$ cat src/rtl/key_nav_pkg.sv
// Shared keycode constants, direction/edit encodings and typematic states
// for the tracker-grid keyboard navigation controller.
package key_nav_pkg;

    localparam logic [7:0] KEY_W = 8'h1A;
    localparam logic [7:0] KEY_A = 8'h04;
    localparam logic [7:0] KEY_S = 8'h16;
    localparam logic [7:0] KEY_D = 8'h07;
    localparam logic [7:0] KEY_I = 8'h0C;
    localparam logic [7:0] KEY_K = 8'h0E;
    localparam logic [7:0] KEY_P = 8'h13;
    localparam logic [7:0] KEY_H = 8'h0B;

    typedef enum logic [2:0] {
        DIR_NONE = 3'b000,
        DIR_L    = 3'b001,
        DIR_R    = 3'b010,
        DIR_U    = 3'b011,
        DIR_D    = 3'b100
    } dir_e;

    typedef enum logic [1:0] {
        EDIT_NONE = 2'b00,
        EDIT_INC  = 2'b01,
        EDIT_DEC  = 2'b10,
        EDIT_DEL  = 2'b11
    } edit_e;

    typedef enum logic [1:0] {
        ST_IDLE   = 2'b00,
        ST_DELAY  = 2'b01,
        ST_REPEAT = 2'b10
    } rep_state_e;

    function automatic dir_e decode_dir(input logic [7:0] code);
        dir_e d;
        d = DIR_NONE;
        case (code)
            KEY_W:   d = DIR_U;
            KEY_A:   d = DIR_L;
            KEY_S:   d = DIR_D;
            KEY_D:   d = DIR_R;
            default: d = DIR_NONE;
        endcase
        return d;
    endfunction

    function automatic edit_e decode_edit(input logic [7:0] code);
        edit_e e;
        e = EDIT_NONE;
        case (code)
            KEY_I:   e = EDIT_INC;
            KEY_K:   e = EDIT_DEC;
            KEY_P:   e = EDIT_DEL;
            default: e = EDIT_NONE;
        endcase
        return e;
    endfunction

endpackage

$ cat src/rtl/key_nav_repeat.sv
// Typematic auto-repeat engine: turns a held direction into a step pulse
// on press, after REPEAT_DELAY cycles, then every REPEAT_RATE cycles.
module key_nav_repeat
    import key_nav_pkg::*;
#(
    parameter int REPEAT_DELAY = 25_000_000,
    parameter int REPEAT_RATE  = 5_000_000
) (
    input  logic       clk,
    input  logic       Reset_n,
    input  logic [2:0] active_dir,
    input  logic       home,
    output logic       step,
    output logic [2:0] step_dir
);

    localparam int CNT_MAX = (REPEAT_DELAY > REPEAT_RATE) ? REPEAT_DELAY : REPEAT_RATE;
    localparam int CNT_W   = $clog2(CNT_MAX);
    localparam logic [CNT_W-1:0] DELAY_LOAD = CNT_W'(REPEAT_DELAY - 1);
    localparam logic [CNT_W-1:0] RATE_LOAD  = CNT_W'(REPEAT_RATE - 1);

    rep_state_e       state, state_next;
    dir_e             held_dir, held_next;
    dir_e             dir_in;
    logic [CNT_W-1:0] cnt, cnt_next;

    assign dir_in = dir_e'(active_dir);

    always_ff @(posedge clk or negedge Reset_n) begin
        if (!Reset_n) begin
            state    <= ST_IDLE;
            held_dir <= DIR_NONE;
            cnt      <= '0;
        end else begin
            state    <= state_next;
            held_dir <= held_next;
            cnt      <= cnt_next;
        end
    end

    // Home parks the engine in IDLE so releasing it acts like a fresh press.
    always_comb begin
        state_next = state;
        held_next  = held_dir;
        cnt_next   = cnt;
        step       = 1'b0;
        step_dir   = DIR_NONE;
        if (home) begin
            state_next = ST_IDLE;
        end else begin
            case (state)
                ST_IDLE: begin
                    if (dir_in != DIR_NONE) begin
                        step       = 1'b1;
                        step_dir   = dir_in;
                        held_next  = dir_in;
                        cnt_next   = DELAY_LOAD;
                        state_next = ST_DELAY;
                    end
                end
                ST_DELAY, ST_REPEAT: begin
                    if (dir_in == DIR_NONE) begin
                        state_next = ST_IDLE;
                    end else if (dir_in != held_dir) begin
                        step       = 1'b1;
                        step_dir   = dir_in;
                        held_next  = dir_in;
                        cnt_next   = DELAY_LOAD;
                        state_next = ST_DELAY;
                    end else if (cnt == '0) begin
                        step       = 1'b1;
                        step_dir   = held_dir;
                        cnt_next   = RATE_LOAD;
                        state_next = ST_REPEAT;
                    end else begin
                        cnt_next = cnt - CNT_W'(1);
                    end
                end
                default: state_next = ST_IDLE;
            endcase
        end
    end

endmodule

$ cat src/rtl/key_nav_ctrl.sv
// Keyboard navigation controller: decodes HID keycode slots into a wrapping
// grid cursor, one-shot edit commands and a home command.
module key_nav_ctrl
    import key_nav_pkg::*;
#(
    parameter int GRID_W       = 80,
    parameter int GRID_H       = 30,
    parameter int NUM_KEYS     = 2,
    parameter int REPEAT_DELAY = 25_000_000,
    parameter int REPEAT_RATE  = 5_000_000
) (
    input  logic                      clk,
    input  logic                      Reset_n,
    input  logic [8*NUM_KEYS-1:0]     keycode,
    output logic [$clog2(GRID_W)-1:0] cursor_x,
    output logic [$clog2(GRID_H)-1:0] cursor_y,
    output logic                      move_valid,
    output logic [2:0]                move_dir,
    output logic                      edit_valid,
    output logic [1:0]                edit_cmd
);

    localparam int XW = $clog2(GRID_W);
    localparam int YW = $clog2(GRID_H);
    localparam logic [XW-1:0] X_LAST = XW'(GRID_W - 1);
    localparam logic [YW-1:0] Y_LAST = YW'(GRID_H - 1);

    dir_e          active_dir;
    edit_e         active_edit;
    edit_e         prev_edit;
    logic          home_present;
    logic          home_prev;
    logic          home_rise;
    logic          edit_fire;
    logic          step;
    logic [2:0]    step_dir;
    logic [7:0]    slot;
    logic [XW-1:0] x_next;
    logic [YW-1:0] y_next;

    // Scan from the top slot down so the lowest-index match wins.
    always_comb begin
        active_dir   = DIR_NONE;
        active_edit  = EDIT_NONE;
        home_present = 1'b0;
        slot         = '0;
        for (int i = NUM_KEYS - 1; i >= 0; i--) begin
            slot = keycode[8*i +: 8];
            if (decode_dir(slot) != DIR_NONE)
                active_dir = decode_dir(slot);
            if (decode_edit(slot) != EDIT_NONE)
                active_edit = decode_edit(slot);
            if (slot == KEY_H)
                home_present = 1'b1;
        end
    end

    assign home_rise = home_present && !home_prev;
    assign edit_fire = (active_edit != EDIT_NONE) && (active_edit != prev_edit);

    key_nav_repeat #(
        .REPEAT_DELAY (REPEAT_DELAY),
        .REPEAT_RATE  (REPEAT_RATE)
    ) u_repeat (
        .clk        (clk),
        .Reset_n    (Reset_n),
        .active_dir (active_dir),
        .home       (home_present),
        .step       (step),
        .step_dir   (step_dir)
    );

    always_comb begin
        x_next = cursor_x;
        y_next = cursor_y;
        if (home_rise) begin
            x_next = '0;
            y_next = '0;
        end else if (step) begin
            case (dir_e'(step_dir))
                DIR_L:   x_next = (cursor_x == '0)     ? X_LAST : cursor_x - XW'(1);
                DIR_R:   x_next = (cursor_x == X_LAST) ? '0     : cursor_x + XW'(1);
                DIR_U:   y_next = (cursor_y == '0)     ? Y_LAST : cursor_y - YW'(1);
                DIR_D:   y_next = (cursor_y == Y_LAST) ? '0     : cursor_y + YW'(1);
                default: ;
            endcase
        end
    end

    always_ff @(posedge clk or negedge Reset_n) begin
        if (!Reset_n) begin
            cursor_x   <= '0;
            cursor_y   <= '0;
            move_valid <= 1'b0;
            move_dir   <= DIR_NONE;
            edit_valid <= 1'b0;
            edit_cmd   <= EDIT_NONE;
            prev_edit  <= EDIT_NONE;
            home_prev  <= 1'b0;
        end else begin
            cursor_x   <= x_next;
            cursor_y   <= y_next;
            move_valid <= step;
            move_dir   <= step ? step_dir : DIR_NONE;
            edit_valid <= edit_fire;
            edit_cmd   <= edit_fire ? active_edit : EDIT_NONE;
            prev_edit  <= active_edit;
            home_prev  <= home_present;
        end
    end

endmodule

$ cat config.mk
export PLATFORM = sky130hd
export DESIGN_NAME = key_nav_ctrl
export DESIGN_NICKNAME = d
export VERILOG_FILES = /design/src/rtl/key_nav_pkg.sv /design/src/rtl/key_nav_repeat.sv /design/src/rtl/key_nav_ctrl.sv
export SDC_FILE = /design/constraint.sdc
export NUM_CORES = 1
export LEC_CHECK = 0
export ABC_CLOCK_PERIOD_IN_PS = 3200
export CORE_MARGIN = 3
export CORE_UTILIZATION = 52
export CTS_CLUSTER_DIAMETER = 40
export DETAILED_ROUTE_END_ITERATION = 16
export PLACE_DENSITY = 0.79
export SLEW_MARGIN = 20
export SYNTH_ARGS = -nofsm -noshare
export SYNTH_HDL_FRONTEND = slang
export SYNTH_SLANG_ARGS = --single-unit
$ cat constraint.sdc
create_clock -name clk -period 3.2 [get_ports clk]
set_clock_uncertainty 0.05 [all_clocks]
set_input_delay 0.32 -clock clk [delete_from_list [all_inputs] [get_ports clk]]
set_output_delay 0.32 -clock clk [all_outputs]
set_load 0.02 [all_outputs]
# Word-level counts from Yosys, hierarchy flattened
# Cells that the tools add are included.
# totals
elab_cells,121
in_bits,18
romBits,0
n_memories,0
latchBits,0
register_bits,52
out_inout_bits,19
ramBits,0
# classes
reduce_logical,24
n_addsub,5
div,0
bitwise_logic,1
multipliers,0
order_cmp,0
eq_ne,31
n_mux,49
shift,0
# op_table
cell,n
25-bit two-way mux,4
25-bit case mux with 2 select lines,1
"8-bit by 4-bit equality test with 1-bit output, second input constant",6
"8-bit by 5-bit equality test with 1-bit output, second input constant",6
3-bit two-way mux,11
"8-bit by 3-bit equality test with 1-bit output, second input constant",4
7-bit two-way mux,4
25-bit zero test,1
"25-bit by 1-bit subtractor with 25-bit output, second input constant",1
3-bit case mux with 4 select lines,2
5-bit two-way mux,4
2-bit two-way mux,8
3-bit nonzero test,5
7-bit case mux with 2 select lines,1
2-bit case mux with 3 select lines,2
3-bit case mux with 2 select lines,2
5-bit case mux with 2 select lines,1
2-bit nonzero test,5
"7-bit by 1-bit adder with 7-bit output, second input constant",1
"7-bit equality test, second input constant",1
7-bit zero test,1
1-bit two-way mux,7
"7-bit by 1-bit subtractor with 7-bit output, second input constant",1
"3-bit by 2-bit equality test with 1-bit output, second input constant",2
other kinds (25),29

# Depth between registers and ports, before layout
# Gate-level depths: netlist of the first run.
# depth
ltp_word,14
depth_mapped,13
ltp_nobuf,11

# By module
# Synthesis of the first run repeated with hierarchy kept, for this count alone.
# hier_totals
hier_cells,416
hier_area_um2,3706.1
# modules_own_cells
mod,seq_area_each_um2,area_each_um2,cells_each,instances
key_nav_repeat,750.7,1884.3,212,1
key_nav_ctrl,550.5,1821.7,204,1

# Worst setup path after synthesis of the first run
# No wires, ideal clock.
# synth_path
path_kind,register to register
from,reg u_repeat.cnt[13]
to,reg cursor_x[6]
n_path_buf,1
period_less_slack_ns,2.986
path_stages_with_launch,11
t_required_ns,3.024
t_arrival_ns,2.810
setup_time_ns,0.126
setup_slack_ns,0.214
cell_sequence,dfrtp_1 or4_4 or3_1 nand2b_4 nor4_4 a21oi_1 a21o_2 and2_1 buf_6 o2bb2ai_2 a311o_1
# synth_via
elab_chain_len,10
word_cells_on_any_way,19
cone_classes,eq/ne: 2; mux: 13; reduce/logical: 4
# synth_rtl
item,line_no,text
"start, declared",key_nav_repeat.sv:25,"logic [CNT_W-1:0] cnt, cnt_next;"
"start signal, assigned",key_nav_repeat.sv:37,cnt <= cnt_next;
25-bit zero test (*),key_nav_repeat.sv:70,end else if (cnt == '0) begin
3-bit two-way mux,key_nav_repeat.sv:70,
3-bit two-way mux,key_nav_repeat.sv:64,end else if (dir_in != held_dir) begin
3-bit two-way mux,key_nav_repeat.sv:62,if (dir_in == DIR_NONE) begin
3-bit case mux with 2 select lines,key_nav_repeat.sv:51,case (state)
3-bit two-way mux,key_nav_repeat.sv:48,if (home) begin
3-bit by 2-bit equality test with 1-bit output or 3-bit by 1-bit equality test with 1-bit output (tied branches),key_nav_ctrl.sv:80,case (dir_e'(step_dir))
7-bit case mux with 2 select lines,key_nav_ctrl.sv:80,
7-bit two-way mux,key_nav_ctrl.sv:79,end else if (step) begin
7-bit two-way mux,key_nav_ctrl.sv:76,if (home_rise) begin
"end signal, assigned",key_nav_ctrl.sv:101,cursor_x <= x_next;
"end, declared",key_nav_ctrl.sv:15,"output logic [$clog2(GRID_W)-1:0] cursor_x,"
# Mark *: on every way between the ends. The rest lies on a longest branch, timed or not. The select of a mux whose other input is x is not followed.
# A chain may end at the register's enable or synchronous reset.

# Worst setup path in the final report of the first run
# layout_path
from,reg u_repeat.cnt[12]
to,reg cursor_y[4]
# layout_via
elab_chain_len,10
word_cells_on_any_way,19
cone_classes,eq/ne: 2; mux: 13; reduce/logical: 4
# layout_rtl
item,line_no,text
25-bit zero test (*),key_nav_repeat.sv:70,
3-bit two-way mux,key_nav_repeat.sv:70,
3-bit two-way mux,key_nav_repeat.sv:64,
3-bit two-way mux,key_nav_repeat.sv:62,
3-bit case mux with 2 select lines,key_nav_repeat.sv:51,
3-bit two-way mux,key_nav_repeat.sv:48,
3-bit equality test or 3-bit by 2-bit equality test with 1-bit output (tied branches),key_nav_ctrl.sv:80,
5-bit case mux with 2 select lines,key_nav_ctrl.sv:80,
5-bit two-way mux,key_nav_ctrl.sv:79,
5-bit two-way mux,key_nav_ctrl.sv:76,
"end signal, assigned",key_nav_ctrl.sv:102,cursor_y <= y_next;
"end, declared",key_nav_ctrl.sv:16,"output logic [$clog2(GRID_H)-1:0] cursor_y,"
# Marked as above.

==> results.md, run 1 <==
* Status: completed
* Worst R2R Setup Slack at ~0.05 ns
* Gr ovfl total at 0
* XOR/XNOR Fraction of Synth Area at ~3.7%
* Top_reg_cell synth: dfrtp_1
* Synth warn at 0
* Initial DRT Pass Iterations at 4
* Non-Filler Instances at 575
* Maxcap violations at 0
* Share of cells above drive strength 1 at 21.69%
* Initial core utilization at between 50 and 60%
* Detail Route Antenna Nets at 0
* Hold buffer count at cts at 0
* Sequential area share after synthesis at between 30 and 40%
* WL final at 9061 um
* Async S/R FF share, synth at between 90% and 100%
* Slew @ Worst Pin at between 0.8 and 0.9 ns
* Crit path kind: reg -> reg
* Simple-Gate Fraction of Synth Area at 29.02%
* Launch point of the worst path: u_repeat.cnt[12]
* Fin Hold WS at 0.07483 ns
* # setup viols final at 0
* Largest net degree at the start of global routing at 40
* GRT Util Overall at 23.76%
* Hpwl dp at 6662 um
* Leak Pwr at between 1.5 and 2 nW
* Die ar. at 0.007859 mm2
* WP data required at 3.39 ns
* Cells after DPL at 562
* Residual DRC count at 0
* Slew headroom at 40.55%
* Drt first-iter violations at 244
* Cell depth of the worst flop-to-flop path at 11
* Setup TNS at 0 ns
* CTS sink cnt at between 50 and 60
* Ports at 37
* First-pass GRT wire length at approximately 15,000 um
* Setup crit start kind: flop
* Reg2Reg Capture Point: cursor_y[4]
* Setup crit end: cursor_y[4]
* Root Buffer: clkbuf_8
* Hold crit path type: in -> async
* Syn Area/Cell at 8.728 um2
* Final Hold Viols at 0
* Crit path arrival time at 3.33 ns
* Total CTS buffers at 5
* Buffers on Ports at 36
* Gpl congestion at 0.8960
* Initial antenna violation count at 0
* Post-route minimum period at approximately 3.1 ns
* Seq cells post-synth at 52
* Commonest non-fill, non-tap cell in the layout: buf_4
* Distinct cells, synth at 73
* WL per Instance at 15.76 um
* Pwr dens at between 500 and 600 mW/mm2
* Post-synthesis mux area share at 1.726%
* Horiz. Die Dim at a little under 90 um
* Layout area overhead at 28.64%
* Worst r2r src: u_repeat.cnt[12]
* Worst-case clock buffer depth at 2
* Worst vdd ir at 467.5 uV
* Total chip power at between 2 and 3 mW
* Core box area at 0.006495 mm2
* Synthesized cell area at 0.003552 mm2
* Max Freq at 0.3176 GHz
* Net count after synthesis at about 430
* ANT cells at 0
* Max Slew Vio Count at 0
* Worst-path clk slew at 0.10 ns
* Setup crit end kind: flop
* CTS tree: yes
* Final Util at 70.35%
* Final period utilization at 98.41%
* Clk_lat worst skew at 0.32 ns
* Most frequent cells in the layout: 64 x buf_4, 52 x dfrtp_1, 36 x nor2_1, 34 x clkdlybuf4s50_1, 30 x nand2_1
* H-Tree Depth at 2
* Post-synth EDFFs at 0
* Post-synthesis adder-cell area fraction at under 10%
* Chip Height at between 80 and 90 um
* Final #Nets at roughly 520
* Vias at between 3,000 and 4,000
* Mean number of vias per cell at 6.228
* Gate Count Post-Synth at approximately 410
* Combinational family with the most area after synthesis: simple AND/OR/NAND/NOR gates
* Compound-Gate Fraction of Synth Area at 21.35%
* CP Max Fanout at 5
* Vias in the first global route at 3,381
* Num rows at 29
## state kept, by name, indices dropped and copies added (netlist names)
name and count:
cursor_x 7, cursor_y 5, edit_cmd 2, edit_valid 1
home_prev 1, move_dir 3, move_valid 1, prev_edit 2
u_repeat.cnt 25, u_repeat.held_dir 3, u_repeat.state 2
## power breakdown
group          switching (mW)  internal (mW)
Combinational           0.601          0.525
Sequential              0.270          0.838
Clock                   0.219          0.176
## cell families after synthesis
group / Yosys count
and+or+nand+nor: 180
AOI/OAI and AO/OA: 107
DFF: 52
buffers and inverters: 39
xor gates and xnor gates: 15
adders and majority gates: 8
muxes: 6
## per-layer routing
layer  global-route usage (%)  part of all wire (%)
met5                        0                     0
met3                    4.190                   4.7
met4                    7.418                   2.1
met1                    32.21                    44
met2                    38.60                    49
## area by class of cell
| class | instances | area, um2 |
|---|---|---|
| clock buffer | 7 | 86.33 |
| clock inverter | 1 | 7.507 |
| fill | 511 | 1926 |
| inverter | 22 | 87.58 |
| multi-input combinational | 316 | 2152 |
| sequential | 52 | 1301 |
| tap | 77 | 96.34 |
| timing repair buffer | 100 | 838.3 |
## cells in the mapped netlist (3+ instances only)
| master | n | share of area (%) |
|---|---|---|
| nor4_1 | 5 | 0.88 |
| a31oi_1 | 8 | 1.4 |
| xnor2_1 | 9 | 2.2 |
| and2_1 | 3 | 0.53 |
| o21ai_0 | 27 | 3.8 |
| dfrtp_1 | 52 | 37 |
| or2_2 | 4 | 0.70 |
| nand2_1 | 30 | 3.2 |
| a22oi_1 | 4 | 0.85 |
| or4_1 | 5 | 1.1 |
| nor2_1 | 38 | 4.0 |
| nand3_1 | 17 | 2.4 |
| nor2b_1 | 4 | 0.70 |
| o31ai_1 | 5 | 1.1 |
| a21oi_1 | 24 | 3.4 |
| nor4bb_1 | 8 | 2.3 |
| inv_1 | 21 | 2.2 |
| nor3_1 | 18 | 2.5 |
| or3_1 | 12 | 2.1 |
| a211oi_1 | 4 | 0.85 |
| mux2i_1 | 5 | 1.4 |
| clkbuf_1 | 9 | 0.95 |
| nor3b_1 | 3 | 0.63 |
| xor2_1 | 6 | 1.5 |
| nand2b_1 | 6 | 1.1 |
| a311o_1 | 4 | 1.1 |
| nand4_1 | 6 | 1.1 |
| ha_1 | 8 | 2.8 |
| buf_2 | 4 | 0.56 |
| and3_1 | 4 | 0.70 |
## metrics by stage
| stage | setup WS [ns] | area (um2) |
|---|---|---|
| floorplan | 0.2137 | 3552 |
| global placement | -0.3012 | 4365 |
| detailed placement | -0.3447 | 4365 |
| CTS | 0.03321 | 4464 |
| global route | -0.04925 | 4569 |
| finish | 0.05103 | 4569 |
## worst min-delay path by stage
| stage | depth (start not counted) | to | from |
|---|---|---|---|
| floorplan | 0 | cursor_x[0] | Reset_n |
| global placement | 1 | edit_cmd[1] | Reset_n |
| detailed placement | 1 | edit_cmd[1] | Reset_n |
| CTS | 1 | u_repeat.cnt[19] | Reset_n |
| global route | 1 | u_repeat.cnt[19] | Reset_n |
| finish | 1 | edit_cmd[0] | Reset_n |
## worst max-delay path, cell delays in order, from the launching register on
cell      delay [ns]
dfrtp_1         0.42
or4_4           0.54
or3_1           0.36
nand2b_4        0.17
nor4_4          0.25
buf_4           0.19
nor3_4          0.05
a211oi_4        0.32
buf_4           0.18
nand4_1         0.11
xor2_1          0.18
a211oi_2        0.23
## timing repair
action | CTS | global route
setup buffers | 0 | 5
gates resized for setup | 1 | 17
pin swaps | 0 | 4
endpoints found under the hold margin | 0 | 0
endpoints found under the setup margin | 1 | 24
Power figures use the tool's default switching activity.
==> run 2: changes to the inputs <==
Settings changed: ABC_CLOCK_PERIOD_IN_PS 3200 to 4000, CORE_UTILIZATION 52 to 62, PLACE_DENSITY 0.79 to 0.88, SYNTH_HIERARCHICAL set to 1.
Clock period 3.2 ns to 4 ns, I/O delays scaled along.
==> results.md, run 2 <==
* Horiz. Die Dim at 83.32 um (was 88.65 um)
* Switching power total at 586.5 uW (was 1.090 mW)
* Initial DRT Pass Iterations at 5 (was 4)
* Comb power frac at 37.6% (was 42.8%)
* Most frequent cell after synthesis: dfrtp_1 (unchanged)
* Final Hold Viols at 0 (unchanged)
* Status: completed (unchanged)
* Worst vdd ir at 232.3 uV (was 467.5 uV)
* Synth top cells by count: 52 x dfrtp_1, 28 x nand2_1, 25 x nor2_1, 23 x o21ai_0, 22 x a21oi_1 (was 52 x dfrtp_1, 38 x nor2_1, 30 x nand2_1, 27 x o21ai_0, 24 x a21oi_1)
* Met1 Track Usage GR at 35.23% (was 32.21%)
* CTS tree: yes (unchanged)
* Net count after synthesis at 442 (was 433)
* Chip Height at 83.32 um (was 88.65 um)
* Area leader, netlist: dfrtp_1 (unchanged)
* First-pass GRT wire length at 15,630 um (was 15,170 um)
* Gpl congestion at 0.9019 (was 0.8960)
* Levels on crit path at 18 (was 11)
* Most flops, register: u_repeat/cnt (was u_repeat.cnt)
* Initial antenna violation count at 0 (unchanged)
* Clock power share at 19.7% (was 15.0%)
* Largest regs: u_repeat/cnt: 25 flops, cursor_x: 7 flops, cursor_y: 5 flops (was u_repeat.cnt: 25 flops, cursor_x: 7 flops, cursor_y: 5 flops)
* ANT cells at 0 (unchanged)
* GR Util met3 at 3.770% (was 4.190%)
* Buffers on Ports at 36 (unchanged)
* Crit path arrival time at 4.10 ns (was 3.33 ns)
* Crit path max-delay cell type: or4b_4 (was or4_4)
* Final Util at 80.08% (was 70.35%)
* Gr ovfl total at 0 (unchanged)
* Sequential area share after synthesis at 35.11% (was 36.63%)
* Worst-path clk slew at 0.09 ns (was 0.10 ns)
* Async S/R FF share, synth at 100.0% (unchanged)
* Max incr delay on CP at 0.58 ns (was 0.54 ns)
* Root Buffer: clkbuf_8 (unchanged)
* Vias in the first global route at 3,373 (was 3,381)
* CP Max Fanout at 5 (unchanged)
* Die ar. at 0.006941 mm2 (was 0.007859 mm2)
* WL final at 9377 um (was 9061 um)
* Slew headroom at 57.30% (was 40.55%)
* Mean number of vias per cell at 6.745 (was 6.228)
* WP data required at 4.14 ns (was 3.39 ns)
* Final #Nets at 507 (was 523)
* Synthesized cell area at 0.003706 mm2 (was 0.003552 mm2)
* Slew @ Worst Pin at 0.6405 ns (was 0.8917 ns)
* Max FFs per register at 25 (unchanged)
* Most frequent cells in the layout: 52 x dfrtp_1, 43 x buf_4, 35 x clkdlybuf4s50_1, 26 x nand2_1, 25 x nor2_1 (was 64 x buf_4, 52 x dfrtp_1, 36 x nor2_1, 34 x clkdlybuf4s50_1, 30 x nand2_1)
* Synth top area cells: dfrtp_1 35%, o21ai_0 3.1%, a21oi_1 3.0%, nand2_1 2.8%, o31ai_1 2.8% (was dfrtp_1 37%, nor2_1 4.0%, o21ai_0 3.8%, a21oi_1 3.4%, nand2_1 3.2%)
* Gate Count Post-Synth at 416 (was 407)
* Met2 usage at 44.75% (was 38.60%)
* Fin Hold WS at 0.1414 ns (was 0.07483 ns)
* Yosys top cell area share at 35.11% (was 36.63%)
* Post-synth EDFFs at 0 (unchanged)
* CTS sink cnt at 52 (unchanged)
* Core box area at 0.005642 mm2 (was 0.006495 mm2)
* Sequential power share at 42.7% (was 42.1%)
* Max Slew Vio Count at 0 (unchanged)
* WP buf/inv at 3 (was 2)
* Distinct cells, synth at 77 (was 73)
* Synth warn at 6 (was 0)
* Fill cell count at 354 (was 511)
* Clk_lat worst skew at 0.31 ns (was 0.32 ns)
* Total chip power at 1.584 mW (was 2.629 mW)
* Int Pwr at 997.3 uW (was 1.539 mW)
* Most Crowded Layer GR: met2 (unchanged)
* Worst-case clock buffer depth at 2 (unchanged)
* Cells after DPL at 544 (was 562)
* Setup crit end kind: flop (unchanged)
* Crit path kind: in -> reg (was reg -> reg)
* # setup viols final at 0 (unchanged)
* Max Freq at 0.2526 GHz
* Setup crit start kind: primary input (was flop)
* Hpwl dp at 6505 um (was 6662 um)
* GRT Util Overall at 26.74% (was 23.76%)
* Detail Route Antenna Nets at 0 (unchanged)
* Top_reg_cell synth: dfrtp_1 (unchanged)
* Ports at 37 (unchanged)
* Maxcap violations at 0 (unchanged)
* Post-route minimum period at about 4.0 ns
* Share of cells above drive strength 1 at 19.09% (was 21.69%)
* Switching power share of the total at 37.03% (was 41.46%)
* H-Tree Depth at 2 (unchanged)
* Syn Area/Cell at 8.909 um2 (was 8.728 um2)
* Vias at 3,737 (was 3,581)
* Commonest non-fill, non-tap cell in the layout: dfrtp_1 (was buf_4)
* CP top delay family: simple AND/OR/NAND/NOR gates (unchanged)
* Seq cells post-synth at 52 (unchanged)
* Cell depth of the worst flop-to-flop path at 13 (was 11)
* Leak Pwr at 1.773 nW (was 1.943 nW)
* Residual DRC count at 0 (unchanged)
* WL per Instance at 16.93 um (was 15.76 um)
* Num rows at 27 (was 29)
* Non-Filler Instances at 554 (was 575)
* Drt first-iter violations at 355 (was 244)
* Crit-path cells: clkdlybuf4s50_1 -> or4b_4 -> nor3b_4 -> o21ai_1 -> a22oi_1 -> nand2_2 -> xnor2_2 -> and4_1 -> and3_1 -> nand3_1 -> nand2_2 -> buf_4 -> nor3b_4 -> buf_6 -> nor4_1 -> a21oi_1 -> o22ai_1 -> a211oi_1 (was or4_4 -> or3_1 -> nand2b_4 -> nor4_4 -> buf_4 -> nor3_4 -> a211oi_4 -> buf_4 -> nand4_1 -> xor2_1 -> a211oi_2)
* Total CTS buffers at 5 (unchanged)
* Hold crit path type: in -> async (unchanged)
* Layout area overhead at 21.91% (was 28.64%)
* Largest net degree at the start of global routing at 53 (was 40)
* Pwr dens at 350.5 mW/mm2 (was 575.3 mW/mm2)
* Final period utilization at 98.96%
* Initial core utilization at 65.69% (was 54.69%)
==> run 2: changes by cell type after synthesis, sizes merged, moves of 4 or more <==
| cell | previous run | this run |
|---|---|---|
| a311o | 4 | 0 |
| o31ai | 6 | 14 |
| nor2 | 38 | 26 |
| or3b | 0 | 4 |
| xor2 | 6 | 0 |
| buf | 7 | 13 |
| nor4 | 7 | 11 |
| nand3 | 17 | 12 |
==> run 2: final timing paths <==
path | startpoint | endpoint | slack (ns)
min | Reset_n | u_repeat/cnt[16] | 0.14
max reg2reg | u_repeat/cnt[13] | cursor_x[3] | 0.43
min in group clk | u_repeat/cnt[0] | u_repeat/cnt[0] | 0.46
max | keycode[7] | cursor_x[3] | 0.04
min reg2reg | u_repeat/cnt[0] | u_repeat/cnt[0] | 0.46
max in group asynchronous | Reset_n | cursor_x[2] | 3.33
==> run 2: cell families after synthesis <==
| group | count (synthesis) | share of synthesized area [%] |
|---|---|---|
| simple gates | 170 | 27.72 |
| compound gates | 130 | 24.88 |
| flops | 52 | 35.11 |
| buf+inv | 40 | 5.503 |
| xor+xnor | 9 | 2.127 |
| fa+ha+maj | 8 | 2.701 |
| mux | 7 | 1.958 |
==> run 2: per-layer routing <==
| layer | share of wire (%) | vias to the layer above |
|---|---|---|
| li1 | - | 1738 |
| met1 | 42 | 1766 |
| met2 | 48 | 202 |
| met3 | 6.8 | 31 |
| met4 | 2.6 | 0 |
| met5 | 0 | - |
==> run 2: power by group through the flow <==
stage                     sequential [mW]  clock (mW)  combinational [mW]
final                               0.677       0.312               0.595
after floorplan                     0.673           0               0.363
after global placement              0.677           0               0.543
after detailed placement            0.682           0               0.563
after CTS                           0.672       0.321               0.568
after global routing                0.689       0.344               0.649
==> run 2: per-stage QoR <==
step / setup WS, ns / cell area (um2) / TNS, ns
finish: 0.04143 / 4518 / 0
global route: -0.1847 / 4518 / -0.3228
CTS: 0.1095 / 4434 / 0
detailed placement: -0.2171 / 4340 / -1.871
global placement: -0.08240 / 4340 / -0.4599
floorplan: 0.04478 / 3719 / 0
==> run 2: layout make-up <==
type	count	area, um2	area share [%]
clock buffer	7	86.33	1.911
tap	72	90.09	1.994
multi-input combinational	324	2276	50.37
sequential	52	1301	28.80
clock inverter	1	7.507	0.1662
inverter	18	67.56	1.495
timing repair buffer	80	689.4	15.26
==> run 2: what timing repair did <==
action | in CTS | in global routing
hold buffers | 0 | 0
setup endpoints to repair | 0 | 12
setup buffers | 0 | 2
gates resized for setup | 0 | 17
